## config.mk

```make
export PLATFORM = sky130hd
export DESIGN_NAME = matrix_scan_ctrl_flat
export DESIGN_NICKNAME = d
export VERILOG_FILES = /design/src/rtl/matrix_scan_ctrl_pkg.sv /design/src/rtl/matrix_scan_ctrl_if.sv /design/src/rtl/matrix_scan_ctrl_host_sync.sv /design/src/rtl/matrix_scan_ctrl.sv /design/src/flat_wrapper.sv
export SDC_FILE = /design/constraint.sdc
export NUM_CORES = 1
export LEC_CHECK = 0
export CAP_MARGIN = 5
export CORE_ASPECT_RATIO = 2
export CORE_MARGIN = 5
export CORE_UTILIZATION = 54
export DETAILED_ROUTE_END_ITERATION = 12
export GPL_TIMING_DRIVEN = 0
export PLACE_DENSITY = 0.84
export SYNTH_ARGS = -nofsm -noshare
export SYNTH_HDL_FRONTEND = slang
export SYNTH_SLANG_ARGS = --single-unit
```

## constraint.sdc

```tcl
create_clock -name clk_100mhz -period 3.4 [get_ports clk_100mhz]
set_clock_uncertainty 0.05 [all_clocks]
set_input_delay 0.51 -clock clk_100mhz [delete_from_list [all_inputs] [get_ports clk_100mhz]]
set_output_delay 0.51 -clock clk_100mhz [all_outputs]
set_load 0.02 [all_outputs]
```

## src/rtl/matrix_scan_ctrl_pkg.sv

```systemverilog
// Shared types and default timing for the LED-matrix scan controller.
// Optional feature macro used by the top level: MATRIX_TEST_PATTERN_EN.
package matrix_pkg;

    typedef enum logic [1:0] {
        ST_IDLE  = 2'd0,
        ST_SCAN  = 2'd1,
        ST_BLANK = 2'd2,
        ST_SYNC  = 2'd3
    } scan_state_e;

    localparam int DEF_ADDR_DEPTH   = 4;
    localparam int DEF_DATA_W       = 8;
    localparam int DEF_DWELL_CYCLES = 16;
    localparam int DEF_BLANK_CYCLES = 2;

    localparam int ROWS = 2 ** DEF_ADDR_DEPTH;

    // Clocks from one frame start to the next: every row dwells and blanks, plus the sync cycle.
    function automatic int frame_cycles(input int addr_depth, input int dwell, input int blank_c);
        return (2 ** addr_depth) * (dwell + blank_c) + 1;
    endfunction

    localparam int FRAME_CYCLES = frame_cycles(DEF_ADDR_DEPTH, DEF_DWELL_CYCLES, DEF_BLANK_CYCLES);

endpackage

```

## src/rtl/matrix_scan_ctrl_if.sv

```systemverilog
// Row-buffer RAM port: write side fed from the host, read side feeding the scan.
interface matrix_scan_ctrl_if
    import matrix_pkg::*;
#(
    parameter int ADDR_DEPTH = DEF_ADDR_DEPTH,
    parameter int DATA_W     = DEF_DATA_W
);
    logic                  mem_we;
    logic [ADDR_DEPTH:0]   mem_waddr;
    logic [DATA_W-1:0]     mem_wdata;
    logic [ADDR_DEPTH:0]   mem_raddr;
    logic [DATA_W-1:0]     mem_rdata;

    modport master (output mem_we, mem_waddr, mem_wdata, mem_raddr, input mem_rdata);
    modport slave  (input mem_we, mem_waddr, mem_wdata, mem_raddr, output mem_rdata);
endinterface

```

## src/rtl/matrix_scan_ctrl_host_sync.sv

```systemverilog
// Brings one asynchronous host control line into the clk_100mhz domain and
// flags its rising edge for exactly one clock.
module matrix_host_sync (
    input  logic clk_100mhz,
    input  logic rst_n,
    input  logic async_in,
    output logic rise
);
    logic meta_r;
    logic sync_r;
    logic prev_r;

    // Two-flop synchroniser plus a history flop for edge detection.
    always_ff @(posedge clk_100mhz) begin
        if (!rst_n) begin
            meta_r <= 1'b0;
            sync_r <= 1'b0;
            prev_r <= 1'b0;
        end else begin
            meta_r <= async_in;
            sync_r <= meta_r;
            prev_r <= sync_r;
        end
    end

    assign rise = sync_r & ~prev_r;
endmodule

```

## src/rtl/matrix_scan_ctrl.sv

```systemverilog
// LED-matrix scan scheduler and host-write controller over a double-banked row buffer.
// Optional macro MATRIX_TEST_PATTERN_EN: test_mode=1 replaces buffer data with a walking one.
module matrix_scan_ctrl
    import matrix_pkg::*;
#(
    parameter int ADDR_DEPTH   = DEF_ADDR_DEPTH,
    parameter int DATA_W       = DEF_DATA_W,
    parameter int DWELL_CYCLES = DEF_DWELL_CYCLES,
    parameter int BLANK_CYCLES = DEF_BLANK_CYCLES
) (
    input  logic                 clk_100mhz,
    input  logic                 rst_n,
    input  logic [DATA_W-1:0]    RPI_IO,
    input  logic                 write_strobe,
    input  logic                 host_commit,
    input  logic                 enable,
    input  logic                 test_mode,
    matrix_scan_ctrl_if.master   mem,
    output logic [DATA_W-1:0]    row_data,
    output logic                 row_valid,
    output logic                 blank,
    output logic                 sync,
    output logic                 overrun,
    output logic [15:0]          frame_count
);
    localparam int N_ROWS = 2 ** ADDR_DEPTH;
    localparam int DW_W   = $clog2(DWELL_CYCLES + 1);
    localparam int BL_W   = $clog2(BLANK_CYCLES + 1);
    localparam logic [DW_W-1:0]       DWELL_LAST  = DW_W'(DWELL_CYCLES - 1);
    localparam logic [DW_W-1:0]       DWELL_LOAD  = DW_W'(1);
    localparam logic [DW_W-1:0]       DWELL_VALID = DW_W'(2);
    localparam logic [BL_W-1:0]       BLANK_LAST  = BL_W'(BLANK_CYCLES - 1);
    localparam logic [ADDR_DEPTH-1:0] ROW_LAST    = {ADDR_DEPTH{1'b1}};
    localparam logic [ADDR_DEPTH:0]   WR_FULL     = (ADDR_DEPTH + 1)'(N_ROWS);

    scan_state_e            state_r, state_n;
    logic [DW_W-1:0]        dwell_r, dwell_n;
    logic [BL_W-1:0]        blank_cnt_r, blank_cnt_n;
    logic [ADDR_DEPTH-1:0]  rd_addr_r, rd_addr_n;
    logic                   enter_sync_s;

    logic                   wr_rise_s, commit_rise_s, consume_s, wr_full_s;
    logic [DATA_W-1:0]      data_p1_r, data_p2_r;
    logic                   mem_we_r;
    logic [ADDR_DEPTH:0]    mem_waddr_r, wr_addr_r;
    logic [DATA_W-1:0]      mem_wdata_r, row_data_r, row_src_s;
    logic                   front_bank_r, swap_pending_r;
    logic                   row_valid_r, blank_r, sync_r, overrun_r;
    logic [15:0]            frame_count_r;

    matrix_host_sync u_wr_sync (
        .clk_100mhz (clk_100mhz), .rst_n (rst_n), .async_in (write_strobe), .rise (wr_rise_s)
    );
    matrix_host_sync u_commit_sync (
        .clk_100mhz (clk_100mhz), .rst_n (rst_n), .async_in (host_commit), .rise (commit_rise_s)
    );

`ifdef MATRIX_TEST_PATTERN_EN
    logic [DATA_W-1:0] pattern_s;
    // Walking-one test image keyed on the scanned row, chosen instead of buffer data in test mode.
    always_comb begin
        pattern_s = {{(DATA_W-1){1'b0}}, 1'b1} << (32'(rd_addr_r) % DATA_W);
        if (test_mode) begin
            row_src_s = pattern_s;
        end else begin
            row_src_s = mem.mem_rdata;
        end
    end
`else
    logic unused_test_mode_s;
    assign unused_test_mode_s = test_mode;
    assign row_src_s          = mem.mem_rdata;
`endif

    // Scan sequencing: row dwell, blanking gap, frame sync, and idle when disabled.
    always_comb begin
        state_n      = state_r;
        dwell_n      = dwell_r;
        blank_cnt_n  = blank_cnt_r;
        rd_addr_n    = rd_addr_r;
        enter_sync_s = 1'b0;
        case (state_r)
            ST_IDLE: begin
                if (enable) begin
                    state_n   = ST_SCAN;
                    dwell_n   = '0;
                    rd_addr_n = '0;
                end else begin
                    state_n = ST_IDLE;
                end
            end
            ST_SCAN: begin
                if (dwell_r == DWELL_LAST) begin
                    state_n     = ST_BLANK;
                    blank_cnt_n = '0;
                end else begin
                    dwell_n = dwell_r + 1'b1;
                end
            end
            ST_BLANK: begin
                if (blank_cnt_r != BLANK_LAST) begin
                    blank_cnt_n = blank_cnt_r + 1'b1;
                end else if (rd_addr_r == ROW_LAST) begin
                    state_n      = ST_SYNC;
                    rd_addr_n    = '0;
                    enter_sync_s = 1'b1;
                end else begin
                    state_n   = ST_SCAN;
                    dwell_n   = '0;
                    rd_addr_n = rd_addr_r + 1'b1;
                end
            end
            ST_SYNC: begin
                dwell_n   = '0;
                rd_addr_n = '0;
                if (enable) begin
                    state_n = ST_SCAN;
                end else begin
                    state_n = ST_IDLE;
                end
            end
            default: begin
                state_n = ST_IDLE;
            end
        endcase
    end

    // State, counters and the driver-facing strobes, registered in step with the state.
    always_ff @(posedge clk_100mhz) begin
        if (!rst_n) begin
            state_r       <= ST_IDLE;
            dwell_r       <= '0;
            blank_cnt_r   <= '0;
            rd_addr_r     <= '0;
            blank_r       <= 1'b1;
            row_valid_r   <= 1'b0;
            sync_r        <= 1'b0;
            frame_count_r <= 16'd0;
        end else begin
            state_r       <= state_n;
            dwell_r       <= dwell_n;
            blank_cnt_r   <= blank_cnt_n;
            rd_addr_r     <= rd_addr_n;
            blank_r       <= (state_n != ST_SCAN);
            row_valid_r   <= (state_n == ST_SCAN) && (dwell_n >= DWELL_VALID);
            sync_r        <= enter_sync_s;
            frame_count_r <= enter_sync_s ? frame_count_r + 16'd1 : frame_count_r;
        end
    end

    // Capture row pixels one clock after the read address settles (RAM has one cycle latency).
    always_ff @(posedge clk_100mhz) begin
        if (!rst_n) begin
            row_data_r <= '0;
        end else if ((state_r == ST_SCAN) && (dwell_r == DWELL_LOAD)) begin
            row_data_r <= row_src_s;
        end else begin
            row_data_r <= row_data_r;
        end
    end

    assign wr_full_s = (wr_addr_r == WR_FULL);
    assign consume_s = enter_sync_s & swap_pending_r;

    // Host writes into the back bank, commit bookkeeping, bank swap at frame sync, error pulses.
    always_ff @(posedge clk_100mhz) begin
        if (!rst_n) begin
            data_p1_r      <= '0;
            data_p2_r      <= '0;
            mem_we_r       <= 1'b0;
            mem_waddr_r    <= '0;
            mem_wdata_r    <= '0;
            wr_addr_r      <= '0;
            front_bank_r   <= 1'b0;
            swap_pending_r <= 1'b0;
            overrun_r      <= 1'b0;
        end else begin
            // Data follows the same two-stage delay as the strobe synchroniser.
            data_p1_r <= RPI_IO;
            data_p2_r <= data_p1_r;
            mem_we_r  <= wr_rise_s & ~wr_full_s;
            if (wr_rise_s && !wr_full_s) begin
                mem_waddr_r <= {~front_bank_r, wr_addr_r[ADDR_DEPTH-1:0]};
                mem_wdata_r <= data_p2_r;
            end else begin
                mem_waddr_r <= mem_waddr_r;
                mem_wdata_r <= mem_wdata_r;
            end
            // A swap in the same cycle as a write wins the address reset; the write itself used the old bank.
            if (consume_s) begin
                wr_addr_r <= '0;
            end else if (wr_rise_s && !wr_full_s) begin
                wr_addr_r <= wr_addr_r + 1'b1;
            end else begin
                wr_addr_r <= wr_addr_r;
            end
            front_bank_r <= consume_s ? ~front_bank_r : front_bank_r;
            if (commit_rise_s) begin
                swap_pending_r <= 1'b1;
            end else if (consume_s) begin
                swap_pending_r <= 1'b0;
            end else begin
                swap_pending_r <= swap_pending_r;
            end
            overrun_r <= (wr_rise_s & wr_full_s) | (commit_rise_s & swap_pending_r & ~consume_s);
        end
    end

    assign mem.mem_we    = mem_we_r;
    assign mem.mem_waddr = mem_waddr_r;
    assign mem.mem_wdata = mem_wdata_r;
    assign mem.mem_raddr = {front_bank_r, rd_addr_r};
    assign row_data      = row_data_r;
    assign row_valid     = row_valid_r;
    assign blank         = blank_r;
    assign sync          = sync_r;
    assign overrun       = overrun_r;
    assign frame_count   = frame_count_r;
endmodule
```

## src/flat_wrapper.sv

```systemverilog
// flat-port wrapper written by rule: the top's interface ports become plain ports
module matrix_scan_ctrl_flat import matrix_pkg::*;
#(
    parameter int ADDR_DEPTH   = DEF_ADDR_DEPTH,
    parameter int DATA_W       = DEF_DATA_W,
    parameter int DWELL_CYCLES = DEF_DWELL_CYCLES,
    parameter int BLANK_CYCLES = DEF_BLANK_CYCLES
)
  (clk_100mhz, rst_n, RPI_IO, write_strobe, host_commit, enable, test_mode, row_data, row_valid, blank, sync, overrun, frame_count, mem_mem_we, mem_mem_waddr, mem_mem_wdata, mem_mem_raddr, mem_mem_rdata);
  matrix_scan_ctrl_if #(.ADDR_DEPTH(ADDR_DEPTH), .DATA_W(DATA_W)) mem_i ();
  input  logic clk_100mhz;
  input  logic rst_n;
  input  logic [DATA_W-1:0] RPI_IO;
  input  logic write_strobe;
  input  logic host_commit;
  input  logic enable;
  input  logic test_mode;
  output logic [DATA_W-1:0] row_data;
  output logic row_valid;
  output logic blank;
  output logic sync;
  output logic overrun;
  output logic [15:0] frame_count;
  output wire logic [$bits(mem_i.mem_we)-1:0] mem_mem_we;
  output wire logic [$bits(mem_i.mem_waddr)-1:0] mem_mem_waddr;
  output wire logic [$bits(mem_i.mem_wdata)-1:0] mem_mem_wdata;
  output wire logic [$bits(mem_i.mem_raddr)-1:0] mem_mem_raddr;
  input wire logic [$bits(mem_i.mem_rdata)-1:0] mem_mem_rdata;
  assign mem_mem_we = mem_i.mem_we;
  assign mem_mem_waddr = mem_i.mem_waddr;
  assign mem_mem_wdata = mem_i.mem_wdata;
  assign mem_mem_raddr = mem_i.mem_raddr;
  assign mem_i.mem_rdata = mem_mem_rdata;
  matrix_scan_ctrl #(.ADDR_DEPTH(ADDR_DEPTH), .DATA_W(DATA_W), .DWELL_CYCLES(DWELL_CYCLES), .BLANK_CYCLES(BLANK_CYCLES)) u_core (.clk_100mhz(clk_100mhz), .rst_n(rst_n), .RPI_IO(RPI_IO), .write_strobe(write_strobe), .host_commit(host_commit), .enable(enable), .test_mode(test_mode), .mem(mem_i), .row_data(row_data), .row_valid(row_valid), .blank(blank), .sync(sync), .overrun(overrun), .frame_count(frame_count));
endmodule
```

Word-level counts from Yosys, hierarchy flattened
Cells that the tools add are included.
{"block": "classes", "addsub": 5, "n_lt_le_gt_ge": 1, "n_eq_ne": 14, "n_mux": 22, "bitwise_logic": 14, "reduce_logical": 12}
{"op": "$mux 5", "n": 4}
{"op": "$pmux 5 s4", "n": 1}
{"op": "$add 16x1->16 const B", "n": 1}
{"op": "$mux 4", "n": 3}
{"op": "$pmux 4 s3", "n": 1}
{"op": "$add 5x1->5 const B", "n": 2}
{"op": "$mux 2", "n": 5}
{"op": "$ne 2x1->1 const B", "n": 4}
{"op": "$and 1x1->1", "n": 7}
{"op": "$mux 1", "n": 6}
{"op": "$not 1->1", "n": 6}
{"op": "$pmux 2 s3", "n": 1}
{"op": "$reduce_and 3->1", "n": 2}
{"op": "$eq 5x1->1 const B", "n": 1}
{"op": "$eq 5x4->1 const B", "n": 1}
{"op": "$eq 5x5->1 const B", "n": 1}
{"op": "$ge 5x2->1 const B", "n": 1}
{"op": "$add 4x1->4 const B", "n": 1}
{"op": "$eq 2x1->1 const B", "n": 2}
{"op": "$eq 2x2->1 const B", "n": 2}
{"op": "$eq 4x4->1 const B", "n": 1}
{"op": "$ne 2x2->1 const B", "n": 2}
{"op": "$pmux 2 s2", "n": 1}
{"op": "$reduce_bool 2->1", "n": 2}
{"op": "other kinds (7)", "n": 10}
{"block": "word_totals", "reg_bits": 84, "in_bits": 22, "output_inout_bits": 47, "elab_cells": 92}

Longest topological paths before layout
{"block": "logic_depth", "word_depth": 8, "ltp_mapped": 8, "ltp_nobuf": 7}

Cells and area by module
Synthesis repeated with hierarchy kept, for this count alone.
{"block": "unflattened", "hier_cells": 362, "hier_area_um2": 3423.3}
{"mod": "matrix_scan_ctrl", "n_inst": 1, "cells_each": 348, "area_each_um2": 3238.1}
{"mod": "matrix_host_sync", "n_inst": 2, "cells_each": 7, "area_each_um2": 92.6}

Worst setup path after synthesis
No wires, ideal clock.
{"block": "synth_path", "kind": "reg2reg", "start": "register u_core.state_r[0]", "end": "register u_core.row_valid_r, in the netlist u_core.row_valid", "setup_ps": 119, "arrival_time_ps": 1688, "slack_ps": 1543, "stages_incl_launch_ff": 9, "synth_period_minus_slack_ps": 1857, "cell_sequence": "dfxtp_1 inv_1 ha_1 buf_2 and4_1 or2_0 o311a_1 nor3_2 a21oi_1"}
{"block": "synth_between", "elab_chain_len": 5}
{"item": "start: declaration", "line": "matrix_scan_ctrl.sv:36", "rtl": "scan_state_e state_r, state_n;"}
{"item": "start signal: assignment", "line": "matrix_scan_ctrl.sv:140", "rtl": "state_r <= state_n;"}
{"item": "branches (longest 4 deep; another with $ge 5x2->1)"}
{"item": "$logic_and 1x1->1 *", "line": "matrix_scan_ctrl.sv:145", "rtl": "row_valid_r <= (state_n == ST_SCAN) && (dwell_n >= DWELL_VALID);"}
{"item": "end signal: assignment", "line": "matrix_scan_ctrl.sv:145"}
{"item": "end: declaration", "line": "matrix_scan_ctrl.sv:48", "rtl": "logic row_valid_r, blank_r, sync_r, overrun_r;"}
Every way passes the cells marked *.
A chain may end at the register's enable or synchronous reset.

Worst setup path in the final report
{"block": "layout_path", "start": "register u_core.state_r[0]", "end": "register u_core.wr_addr_r[0]"}
{"block": "layout_between", "elab_chain_len": 4}
{"item": "$eq 2x2->1", "line": "matrix_scan_ctrl.sv:82", "rtl": "case (state_r)"}
{"item": "$mux 1", "line": "matrix_scan_ctrl.sv:82"}
{"item": "$and 1x1->1", "line": "matrix_scan_ctrl.sv:163", "rtl": "assign consume_s = enter_sync_s & swap_pending_r;"}
{"item": "$reduce_or 2->1 (no source line)"}
{"item": "end signal: assignment", "line": "matrix_scan_ctrl.sv:193", "rtl": "wr_addr_r <= wr_addr_r + 1'b1;"}
{"item": "end signal: assignment", "line": "matrix_scan_ctrl.sv:195", "rtl": "wr_addr_r <= wr_addr_r;"}
{"item": "end: declaration", "line": "matrix_scan_ctrl.sv:45", "rtl": "logic [ADDR_DEPTH:0] mem_waddr_r, wr_addr_r;"}
No other way between the ends.

==> impl_metrics.yaml <==
setup_path:
  cp_cell_sequence: "inv_1 -> ha_1 -> buf_2 -> nand3_2 -> nor2_1 -> nand2_1 -> nand2_1 -> nor2_1"
  slowest_delay_ps: 490
  critical_path_class: "flop to flop"
  worstSetupStartpointType: "flop"
  crit_slowest_cell: "nor2_1"
  critPathMaxFanout: 10
  end_kind: "flop"
  critical_path_arrival_ps: 2240
  required_ps: 3570
drt:
  post_drt_wl_per_cell_um: 15.1
  drt_iter0_drc: 171
  totalWireLength_um: 7650
  drcViolationCount: 0
  vias: 2739
  first_pass_iters: 4
  vias_per_cell: 5.39
  antenna_left: 0
global_routing:
  grt_use_total_pct: 20.8
  grt-ovfl-total: 0
  grt_max_degree: 14
  grt_pass1_wl_um: 12800
  antenna_found_initial: 0
  grt_pass1_vias: 2858
sta:
  fmax_mhz: 482
  holdWs_ps: 377
  fin_setup_tns_ps: 0
  layout_setup_ws_ps: 1330
  max_slew_margin_pct: 51.3
  fin_crit_sh_pct: 61.0
  period_needed_ps: 2070
  worst_pin_slew_ps: 725
  hold_viol: 0
  setup_viol_count_final: 0
  rsz0062_at_grt: "no"
  drv_slew: 0
logic_synthesis:
  synth_area_leader_cell: "dfxtp_1"
  synthesis.area_um2: 3340
  yosys-top-cells-area: "dfxtp_1 50%, and2_1 5.4%, nand2_1 4.8%, nor2_1 4.3%, xor2_1 3.9%"
  synth-seq-cells: 84
  syn_avg_cell_area_um2: 9.21
  ys_warn_count: 0
  synth.distinct_cells: 46
  ys.flop_type: "dfxtp_1"
  yosysTopAreaCellShare_pct: 50.3
  async_reset_ff_share_pct: 0
  syn_inst: 363
  seq_area_frac_synth_pct: 50.3
  synth_edf_count: 0
  synth_nets: 395
pwr:
  power_density_nw_per_um2: 471
  design_power_total_uw: 2060
  leakagePower_uw: 0.00163
  peakVddDrop_mv: 0.330
place:
  pre_cts_ws_ps: 1180
  hpwl_um: 5780
  dpl_cell_area_um2: 4090
  place.gp.congestion: 0.906
  portBuffers: 67
clock_tree:
  clk_latency_ps: 330
  cts_hold_buf: 0
  cts-root-buf: "clkbuf_16"
  postCtsSetupRepairBufs: 0
  cts_tree: "built"
  cts_sinks: 84
  cts_buffers: 9
  htreeDepth: 3
  cts_resized: 0
  cts.clk_slew.worst_paths_ps: 60
  clockBufferDepth: 2
final_layout:
  fin_area_um2: 4370
  area_delta_synth_final_pct: 30.7
  fin_nets: 473
  drive_above_1_share_pct: 6.97
  antennaDiodeCount: 0
  fillerInstances: 451
die:
  ios: 69
  die_w_um: 65.7
  design.die.area_um2: 7960
  coreArea_um2: 6010
  fp.dieH_um: 121
  num_rows: 40
  start_util_pct: 55.7
run_status:
  status: "complete, no violations"
min_path:
  hold_path_class: "flop to flop"
job:
  maxCapViolCount: 0
==> metal layers <==
| metal | wire (um) | track usage, % | share of wire, % |
|---|---|---|---|
| met5 | 0 | 0 | 0 |
| met4 | 252 | 11.3 | 3.3 |
| met1 | 2670 | 19.7 | 35 |
| met2 | 4450 | 39.6 | 58 |
| met3 | 276 | 4.08 | 3.6 |
==> critical path: cells and delay by family, from the launching register on <==
family | cells | cell delay (ps)
fa+ha+maj | 1 | 160
buf+inv | 2 | 320
flops | 1 | 320
simple gates | 5 | 1110
==> stage by stage <==
step                      instances  util, %
after floorplan                 363        -
after global placement          493     68.2
after detailed placement        493     68.2
after CTS                       508     72.8
after global routing            508     72.8
final                           508     72.8
==> synth_stat cells, types with 2 or more instances <==
cell	count
nor3_2	2
a21oi_1	24
dfxtp_1	84
clkbuf_1	10
nor2_1	38
a22oi_1	3
inv_1	9
and3_1	3
nand3_1	6
nand2_1	43
nand2_2	2
a31oi_1	2
nor2b_1	5
buf_2	5
xnor2_1	4
or3_1	5
a21boi_0	3
mux2i_1	9
o31ai_1	3
and2_1	29
o21ai_0	13
nand4_1	8
a211oi_1	2
ha_1	10
nand2b_1	5
nor3_1	2
xor2_1	15
==> flip-flops by register name, indices dropped and copies added, names as in the netlist, 2 cells and up <==
signal and count:
u_core.blank_cnt_r 2, u_core.data_p1_r 8, u_core.data_p2_r 8, u_core.dwell_r 5
u_core.frame_count 16, u_core.mem.mem_waddr 5, u_core.mem.mem_wdata 8, u_core.rd_addr_r 4
u_core.row_data 8, u_core.state_r 2, u_core.wr_addr_r 5
==> power breakdown <==
group,switching [uW],internal (uW),total [uW],leakage [uW]
logic,79.4,64.4,144,0.000813
registers,10.0,1010,1020,0.000682
clock network,371,527,898,0.000133
total,460,1600,2060,0.00163
==> cell usage in the layout, fill, tap and decap left out, types with 3 or more instances in the layout <==
cell type and instances:
a21boi_0 3, nor2_1 38, or3_1 5, nand2_1 43
nand3_1 6, buf_2 5, nand2b_1 5, a21oi_1 24
mux2i_1 9, nand4_1 8, xor2_1 15, xnor2_1 4
nor2b_1 5, and3_1 3, ha_1 10, a22oi_1 3
and2_1 29, clkdlybuf4s50_1 67, inv_1 9, clkbuf_1 10
dfxtp_1 84, clkbuf_16 9, o31ai_1 3, o21ai_0 13
==> logic make-up (layout without fill, tap and decap cells) <==
logic type | Yosys count | in the layout | synth area share (%)
muxes | 9 | 9 | 2.69
DFF | 84 | 84 | 50.3
xor gates and xnor gates | 19 | 19 | 4.98
buffers and inverters | 27 | 109 | 3.37
AOI/OAI and AO/OA | 57 | 57 | 10.3
and+or+nand+nor | 157 | 157 | 24.6
adders and majority gates | 10 | 10 | 3.74
==> layout make-up <==
class | instances | area, um^2 | area share (%)
clock inverter | 4 | 25.0 | 0.572
timing repair buffer | 67 | 671 | 15.3
clock buffer | 11 | 253 | 5.78
multi-input combinational | 252 | 1550 | 35.5
buffer | 17 | 75.1 | 1.72
tap | 63 | 78.8 | 1.80
sequential | 84 | 1680 | 38.5
inverter | 10 | 37.5 | 0.859
==> worst paths after layout <==
path,startpoint,end,slack (ps),depth (start not counted)
max,u_core.state_r[0],u_core.wr_addr_r[0],1330,8
min,u_core.data_p1_r[4],u_core.data_p2_r[4],380,1
max reg2reg,u_core.state_r[0],u_core.wr_addr_r[0],1330,8
min reg2reg,u_core.data_p1_r[4],u_core.data_p2_r[4],380,1
Note: power is estimated with default switching activity, not from simulation.
